[config.mk]
export PLATFORM = sky130hd
export DESIGN_NAME = fetch_sequencer
export DESIGN_NICKNAME = d
export VERILOG_FILES = /design/src/rtl/fetch_sequencer.sv
export SDC_FILE = /design/constraint.sdc
export NUM_CORES = 1
export LEC_CHECK = 0
export CAP_MARGIN = 10
export CORE_MARGIN = 1.5
export CORE_UTILIZATION = 58
export CTS_CLUSTER_DIAMETER = 200
export DETAILED_ROUTE_END_ITERATION = 7
export DONT_BUFFER_PORTS = 1
export MAX_ROUTING_LAYER = met4
export PLACE_DENSITY_LB_ADDON = 0.1
export REMOVE_ABC_BUFFERS = 1
export SYNTH_ARGS = -nofsm -noshare
export SYNTH_HDL_FRONTEND = slang
export SYNTH_SLANG_ARGS = --single-unit
[constraint.sdc]
create_clock -name clk -period 3.6 [get_ports clk]
set_clock_uncertainty 0.15 [all_clocks]
set_input_delay 0.72 -clock clk [delete_from_list [all_inputs] [get_ports clk]]
set_output_delay 0.72 -clock clk [all_outputs]
set_load 0.05 [all_outputs]
[src/rtl/fetch_sequencer.sv]
// Instruction-fetch controller: owns the PC, issues one ROM read at a time,
// presents the captured word over valid/ready, and handles branches and HALT.
module fetch_sequencer #(
  parameter int unsigned          ADDR_W   = 16,
  parameter int unsigned          DATA_W   = 16,
  parameter int unsigned          ROM_LAT  = 1,
  parameter logic [ADDR_W-1:0]    RESET_PC = '0,
  parameter logic [3:0]           HALT_OPC = 4'hF
) (
  input  logic              clk,
  input  logic              rst,
  input  logic              start,
  output logic [ADDR_W-1:0] rom_addr,
  input  logic [DATA_W-1:0] rom_data,
  output logic [DATA_W-1:0] instr_out,
  output logic [ADDR_W-1:0] instr_pc,
  output logic              instr_valid,
  input  logic              instr_ready,
  input  logic              branch_valid,
  input  logic [ADDR_W-1:0] branch_target,
  output logic              busy,
  output logic              halted,
  output logic [15:0]       fetch_cnt,
  output logic [2:0]        dbg_state
);

  // Handshake: a word transfers on a rising edge where instr_valid and
  // instr_ready are both high; instr_out/instr_pc are held while valid waits.

  typedef enum logic [2:0] {
    S_IDLE    = 3'd0,
    S_ISSUE   = 3'd1,
    S_WAIT    = 3'd2,
    S_PRESENT = 3'd3,
    S_HALT    = 3'd4
  } state_t;

  localparam int unsigned CNT_W = 2;

  state_t             state_q, state_d;
  logic [ADDR_W-1:0]  pc_q, pc_d;
  logic [CNT_W-1:0]   cnt_q, cnt_d;
  logic [DATA_W-1:0]  instr_q, instr_d;
  logic [ADDR_W-1:0]  ipc_q, ipc_d;
  logic               valid_q, valid_d;
  logic [15:0]        fcnt_q, fcnt_d;

  always_ff @(posedge clk) begin
    if (rst) begin
      state_q <= S_IDLE;
      pc_q    <= RESET_PC;
      cnt_q   <= '0;
      instr_q <= '0;
      ipc_q   <= '0;
      valid_q <= 1'b0;
      fcnt_q  <= '0;
    end else begin
      state_q <= state_d;
      pc_q    <= pc_d;
      cnt_q   <= cnt_d;
      instr_q <= instr_d;
      ipc_q   <= ipc_d;
      valid_q <= valid_d;
      fcnt_q  <= fcnt_d;
    end
  end

  always_comb begin
    state_d = state_q;
    pc_d    = pc_q;
    cnt_d   = cnt_q;
    instr_d = instr_q;
    ipc_d   = ipc_q;
    valid_d = valid_q;
    fcnt_d  = fcnt_q;
    unique case (state_q)
      S_IDLE: begin
        if (start) state_d = S_ISSUE;
      end
      S_ISSUE: begin
        if (branch_valid) begin
          pc_d = branch_target;
        end else begin
          cnt_d   = CNT_W'(ROM_LAT);
          state_d = S_WAIT;
        end
      end
      S_WAIT: begin
        if (branch_valid) begin
          // The in-flight read is simply never captured.
          pc_d    = branch_target;
          cnt_d   = '0;
          state_d = S_ISSUE;
        end else begin
          cnt_d = cnt_q - CNT_W'(1);
          if (cnt_d == '0) begin
            instr_d = rom_data;
            ipc_d   = pc_q;
            valid_d = 1'b1;
            state_d = S_PRESENT;
          end
        end
      end
      S_PRESENT: begin
        if (instr_ready) begin
          valid_d = 1'b0;
          if (fcnt_q != 16'hFFFF) fcnt_d = fcnt_q + 16'd1;
          if (instr_q[DATA_W-1 -: 4] == HALT_OPC) begin
            state_d = S_HALT;
          end else if (branch_valid) begin
            pc_d    = branch_target;
            state_d = S_ISSUE;
          end else begin
            pc_d    = pc_q + ADDR_W'(1);
            state_d = S_ISSUE;
          end
        end else if (branch_valid) begin
          valid_d = 1'b0;
          pc_d    = branch_target;
          state_d = S_ISSUE;
        end
      end
      S_HALT: begin
        if (start) begin
          pc_d    = RESET_PC;
          state_d = S_ISSUE;
        end
      end
      default: state_d = S_IDLE;
    endcase
  end

  assign rom_addr    = pc_q;
  assign instr_out   = instr_q;
  assign instr_pc    = ipc_q;
  assign instr_valid = valid_q;
  assign busy        = (state_q == S_ISSUE) || (state_q == S_WAIT) || (state_q == S_PRESENT);
  assign halted      = (state_q == S_HALT);
  assign fetch_cnt   = fcnt_q;
  assign dbg_state   = state_q;

endmodule

==> flow_metrics.tcl, run 1 <==
set metrics [dict create \
    status "completed" \
    cts_inserted_buffers 9 \
    grt_max_degree 83 \
    startpoint_type "register" \
    hpwl_um 6130 \
    synth-seq-area-share_pct 38.4 \
    maxSlewViolCount 0 \
    route.detailed.drc 0 \
    syn_avg_cell_area_um2 7.86 \
    cp_max_fo 20 \
    routed_wl_um 9050 \
    synth-async-reset-ratio_pct 0 \
    die_h_um 82.4 \
    cellPowerDensity_nw_per_um2 545 \
    routedWlPerCell_um 17.1 \
    synthAdderAreaFrac_pct 1.03 \
    via_per_inst 6.47 \
    drive_gt1_share_pct 8.59 \
    first_pass_iters 5 \
    rsz0062_at_grt "false" \
    cts.hold.buffers_added 0 \
    synth.area.top_cells "dfxtp_1 (38%), nand2_1 (8.6%), a21oi_1 (8.1%)" \
    irDropWorstVdd_mv 0.311 \
    antenna_cells 0 \
    swShare_pct 37.5 \
    p_comb_share_pct 20.6 \
    power.internal_uw 1310 \
    final-setup-viol-count 0 \
    drt_iter0_drc 215 \
    rows 28 \
    muxShareOfSynthArea_pct 2.71 \
    synth_top_family_by_area "simple AND/OR/NAND/NOR gates" \
    max_freq_mhz 360 \
    postPlaceCellArea_um2 3650 \
    antenna_found_initial 0 \
    seqPwrFrac_pct 48.8 \
    cts_root_buf "clkbuf_8" \
    grt_pass1_vias 2949 \
    ys_types 62 \
    gp_congestion 0.874 \
    p_clk_share_pct 30.6 \
    cts_buffer_depth 2 \
    max_slew_margin_pct 50.6 \
    initial_core_util_pct 61.0 \
    cts_setup_buffers 0 \
    arrival_ps 1910 \
    htree_levels 3 \
    worst_slew_pin_slew_ps 740 \
    cts_tree "yes" \
    required_ps 2730 \
    die_area_um2 6780 \
    post_synth_and_or_nand_nor_area_fraction_pct 28.0 \
    setup_tns_ps 0 \
    num_vias 3424 \
    synth_seq_cells 70 \
    drtAntennaViolNets 0 \
    io_pins 107 \
    synthCells 465 \
    slowest_stage "or3b_1" \
    cts_sinks 70 \
    yosysWarnings 0 \
    core_area_um2 5990 \
    clk_latency_ps 350 \
    period_needed_ps 2780 \
    min_period_over_period_pct 77.1 \
    worstPathCellList "or3b_1, inv_2" \
    maxCapViolCount 0 \
    hold_viol_final 0 \
    setup.worst_path.class "reg -> out" \
    leakagePower_uw 0.00131 \
    synth_top_area_share_pct 38.4 \
    gr-total-overflow 0 \
    die_width_um 82.4 \
    slowest_delay_ps 620 \
    place_ws_ps 1020 \
    io_buffers 0 \
    area_delta_synth_final_pct 5.45 \
    p_switching_uw 788 \
    grt_pass1_wl_um 13800 \
    setup.worst_path.end_class "output pin" \
    clkTransAtPathRegs_ps 80 \
    ys.flop_type "dfxtp_1" \
    hp-class "in -> reg" \
    yosysTopAreaCell "dfxtp_1" \
    nets 489 \
    grt.total_usage_pct 27.1 \
    synth_compound_area_share_pct 23.9 \
    setup_slack_ps 823 \
    final_area_um2 3850 \
    hold_slack_ps 276 \
    ctsResizeCount 0 \
    synth_xor_area_share_pct 0 \
    synth_enable_flop_cells 0 \
    syn-cell-area_um2 3650 \
]
-- metrics by stage --
step / power (uW) / cells / util [%]
6_report: 2100 / 529 / 64.3
5_1_grt: 2200 / 529 / 64.3
4_1_cts: 2110 / 529 / 64.3
3_5_place_dp: 1470 / 513 / 61.0
3_3_place_gp: 1460 / 513 / 61.0
2_1_floorplan: 1360 / 429 / -
-- layout by cell type (no fill, tap or decap), types with 4 or more instances in the layout --
| cell | Yosys | layout |
|---|---|---|
| nand2_1 | 84 | 84 |
| dfxtp_1 | 70 | 70 |
| a21oi_1 | 59 | 59 |
| nor2_1 | 25 | 25 |
| nand3_1 | 16 | 16 |
| inv_1 | 15 | 15 |
| o21ai_0 | 12 | 12 |
| and3_1 | 11 | 11 |
| nor2b_1 | 10 | 10 |
| clkbuf_8 | 0 | 10 |
| nand4_1 | 9 | 9 |
| a211oi_1 | 9 | 9 |
| buf_4 | 1 | 9 |
| mux2_2 | 7 | 7 |
| nor3_1 | 6 | 6 |
| a221oi_1 | 6 | 6 |
| nand2b_1 | 6 | 6 |
| o31ai_1 | 6 | 6 |
| o32ai_1 | 5 | 5 |
| a21o_1 | 4 | 4 |
| and2_1 | 4 | 4 |
| or4_1 | 4 | 4 |
-- Yosys cell counts, types with 2 or more instances --
library cell and instances:
nand2b_1 6, a221oi_1 6, nor4_1 2, nand4_1 9, nor2_1 25, and2_1 4
a32oi_1 2, a211oi_1 9, inv_1 15, or4_1 4, nand2_1 84, mux2i_1 2
buf_2 11, o21ai_0 12, or3_1 3, nor2b_1 10, o31ai_1 6, a31oi_1 3
o21a_1 2, clkbuf_1 19, nand4b_1 3, a311oi_1 2, or4b_1 2, nor3_1 6
a41o_1 3, and4bb_2 2, nand3_1 16, mux2_2 7, o32ai_1 5, and4_1 3
a21o_1 4, a21oi_1 59, buf_1 3, dfxtp_1 70, nor3b_1 3, o22a_1 2
a2111oi_0 3, ha_1 3, and3_1 11, o32a_1 2
-- worst max-delay path, delay by kind of cell (launching register included) --
kind / cells / cell delay [ps]
DFF: 1 / 500
and+or+nand+nor: 1 / 620
buffers and inverters: 1 / 430
-- power groups by stage --
stage          logic (uW)  clock network [uW]  registers (uW)
2_1_floorplan         278                   0            1080
3_3_place_gp          426                   0            1040
3_5_place_dp          430                   0            1040
4_1_cts               432                 650            1020
5_1_grt               479                 681            1040
6_report              432                 642            1030
-- metal layers --
metal / GRT usage (%) / wire length (um) / up-vias
li1: - / - / 1651
met4: 8.98 / 91 / 0
met3: 8.46 / 814 / 10
met2: 42.0 / 4170 / 125
met5: - / 0 / -
met1: 33.4 / 3980 / 1638
-- worst paths after layout --
kind | start | to | slack [ps] | depth (start not counted)
setup reg to reg | dbg_state[1] | rom_addr[12] | 950 | 5
hold reg to reg | cnt_q[1] | cnt_q[1] | 300 | 2
hold / removal | rst | instr_out[1] | 280 | 1
setup / recovery | dbg_state[1] | halted | 820 | 2
-- final cells by class --
type                    instances  area (um^2)
clock buffers                  10          138
clock inverters                 6         61.3
fillers                       531         2140
inverters                      16         60.1
multi-input cells             343         2030
flip-flops and latches         70         1400
well taps                      75         93.8
repair buffers                  9         67.6
-- flip-flops by register name (all words and copies together) (netlist names) --
signal,cells
cnt_q,2
fetch_cnt,16
instr_out,16
instr_pc,16
rom_addr,16
dbg_state,3
instr_valid,1
-- cells by family after synthesis --
group	Yosys count
flip-flops	70
adder cells (fa/ha/maj)	3
multiplexers	9
AND/OR/NAND/NOR	199
buffers and inverters	52
AO/OA/AOI/OAI	132
Note: power is estimated with default switching activity, not from simulation.
==> inputs of run 2 (changes only) <==
Settings changed: CORE_UTILIZATION 58 to 57.
Clock period 3.6 ns to 2.3 ns, I/O delays scaled along.
==> run 2 against run 1 <==
- sequential share of layout area is 3.3 points lower
- sequential power up 36%
- cell area up 10%
- final cell count rose by 9.1%
- critical endpoint unchanged
- die area increased by 1.7%
- global-route usage increased by 1.3 points
- critical path depth is 1 higher
- utilization is 5.6 points higher
- hold slack got worse by 260 ps
- first-iteration DRC count up 20%
==> flow_metrics.tcl, run 2 (same netlist as run 1, synthesis figures left out) <==
set metrics [dict create \
    drtAntennaViolNets 0 \
    p_comb_share_pct 29.2 \
    stdcell_count 577 \
    leakagePower_uw 0.00157 \
    antenna_found_initial 0 \
    io_pins 107 \
    drt_iter0_drc 258 \
    irDropWorstVdd_mv 0.594 \
    grt_max_degree 83 \
    maxUsedRoutingLayer "met4" \
    grt.total_usage_pct 28.5 \
    routed_wl_um 9700 \
    core_area_um2 6060 \
    layout_common_cells "nand2_1 (84), dfxtp_1 (69), a21oi_1 (59)" \
    hold_viol_final 0 \
    slowest_stage "or3b_1" \
    post-route-util_pct 69.9 \
    period_needed_ps 2210 \
    dpl.cell_count 559 \
    critPathTopFamily "simple AND/OR/NAND/NOR gates" \
    cp-startpoint "dbg_state[0]" \
    grt_pass1_wl_um 15700 \
    rows 28 \
    rsz0062_at_grt "false" \
    antenna_cells 0 \
    met3WireLength_um 804 \
    max_freq_mhz 453 \
    place_ws_ps 231 \
    maxCapViolCount 0 \
    worst_slew_pin_slew_ps 621 \
    seqPwrFrac_pct 39.7 \
    slowest_delay_ps 440 \
    route.detailed.drc 0 \
    clk_latency_ps 360 \
    clkTransAtPathRegs_ps 80 \
    first_pass_iters 5 \
    setup.worst_path.end_class "output pin" \
    holdPathStages 1 \
    cts_setup_buffers 0 \
    min_period_over_period_pct 96.1 \
    max_slew_margin_pct 58.0 \
    setup_tns_ps 0 \
    p_switching_uw 1280 \
    ff2ff_path_depth 4 \
    m1WireLength_um 4300 \
    routedWlPerCell_um 16.8 \
    gp_congestion 0.947 \
    r2r-start "dbg_state[1]" \
    required_ps 1690 \
    postPlaceCellArea_um2 4000 \
    worstReg2RegEnd "rom_addr[12]" \
    cts_buffer_depth 2 \
    swShare_pct 36.4 \
    cts_sinks 70 \
    maxSlewViolCount 0 \
    cellPowerDensity_nw_per_um2 831 \
    worstPathCellList "or3b_1, inv_2, buf_4" \
    setup.worst_path.class "reg -> out" \
    grt_pass1_vias 3273 \
    drive_gt1_share_pct 17.1 \
    hpwl_um 6750 \
    cts_inserted_buffers 9 \
    holdPathEnd "instr_out[7]" \
    cp_max_fo 10 \
    num_vias 3595 \
    gr-total-overflow 0 \
    setup_slack_ps 90.1 \
    via_per_inst 6.23 \
    power.internal_uw 2240 \
    cp.buffers_inverters 2 \
    htree_levels 3 \
    nets 537 \
    met2_length_um 4440 \
    status "completed" \
    initial_core_util_pct 60.3 \
    hp-start "rst" \
    die_area_um2 6900 \
    die_h_um 83.1 \
    hp-class "in -> reg" \
    area_delta_synth_final_pct 16.0 \
    p_clk_share_pct 31.2 \
    final-setup-viol-count 0 \
    arrival_ps 1600 \
    final_area_um2 4240 \
    die_width_um 83.1 \
    io_buffers 0 \
    cts_tree "yes" \
    reg2reg_slack_ps 200 \
    cts_root_buf "clkbuf_8" \
    final_common_cell "nand2_1" \
    startpoint_type "register" \
]
==> run 2: worst max-delay path by stage <==
stage                   end  depth (start not counted)  slack [ps]
2_1_floorplan  fetch_cnt[9]                          4        -400
3_3_place_gp   rom_addr[11]                          5         280
3_5_place_dp   instr_out[9]                          6         230
4_1_cts              halted                          3          30
5_1_grt              halted                          3          20
6_report             halted                          3          90
==> run 2: through the flow <==
step | total power (uW) | hold slack, ps
floorplan | 2120 | 276
global route | 3680 | 7.14
global placement | 2420 | 283
finish | 3520 | 17.4
CTS | 3530 | 10.5
detailed placement | 2430 | 299
==> run 2: timing repair <==
action                                  in CTS  in global routing
hold endpoints to repair                     0                  1
resized for setup                            0                  1
hold buffers                                 0                  2
endpoints found under the setup margin       0                  1
==> run 2: per-layer routing <==
layer	up-vias	track usage [%]
met2	154	42.3
met3	16	7.95
met1	1664	37.5
met4	0	9.55
met5	-	-
li1	1761	-
==> run 2: power groups by stage <==
stage | Combinational (uW) | Clock [uW] | Sequential, uW
final | 1030 | 1100 | 1400
after global routing | 1100 | 1170 | 1410
after CTS | 1010 | 1120 | 1400
after detailed placement | 1010 | 0 | 1420
after global placement | 998 | 0 | 1420
after floorplan | 435 | 0 | 1690
==> run 2: worst register-to-register path: stages, from the launching register on <==
cell       delay [ps]
dfxtp_1           500
and4bb_2          300
o22ai_2           440
a221oi_1          110
a2111oi_1         470
==> run 2: cell type report <==
class                      count  area (um^2)
timing repair buffer          57          433
clock inverter                 7         95.1
tap                           75         93.8
clock buffer                   9          124
sequential                    70         1400
multi-input combinational    343         2030
inverter                      16         60.1
fill                         518         1820
==> inputs of run 3 (changes only) <==
Settings changed: CTS_CLUSTER_SIZE from default to 16, SKIP_CTS_REPAIR_TIMING from default to 1.
==> results of run 3 <==
The final DEF is identical to that of run 2; final timing and power are the same.
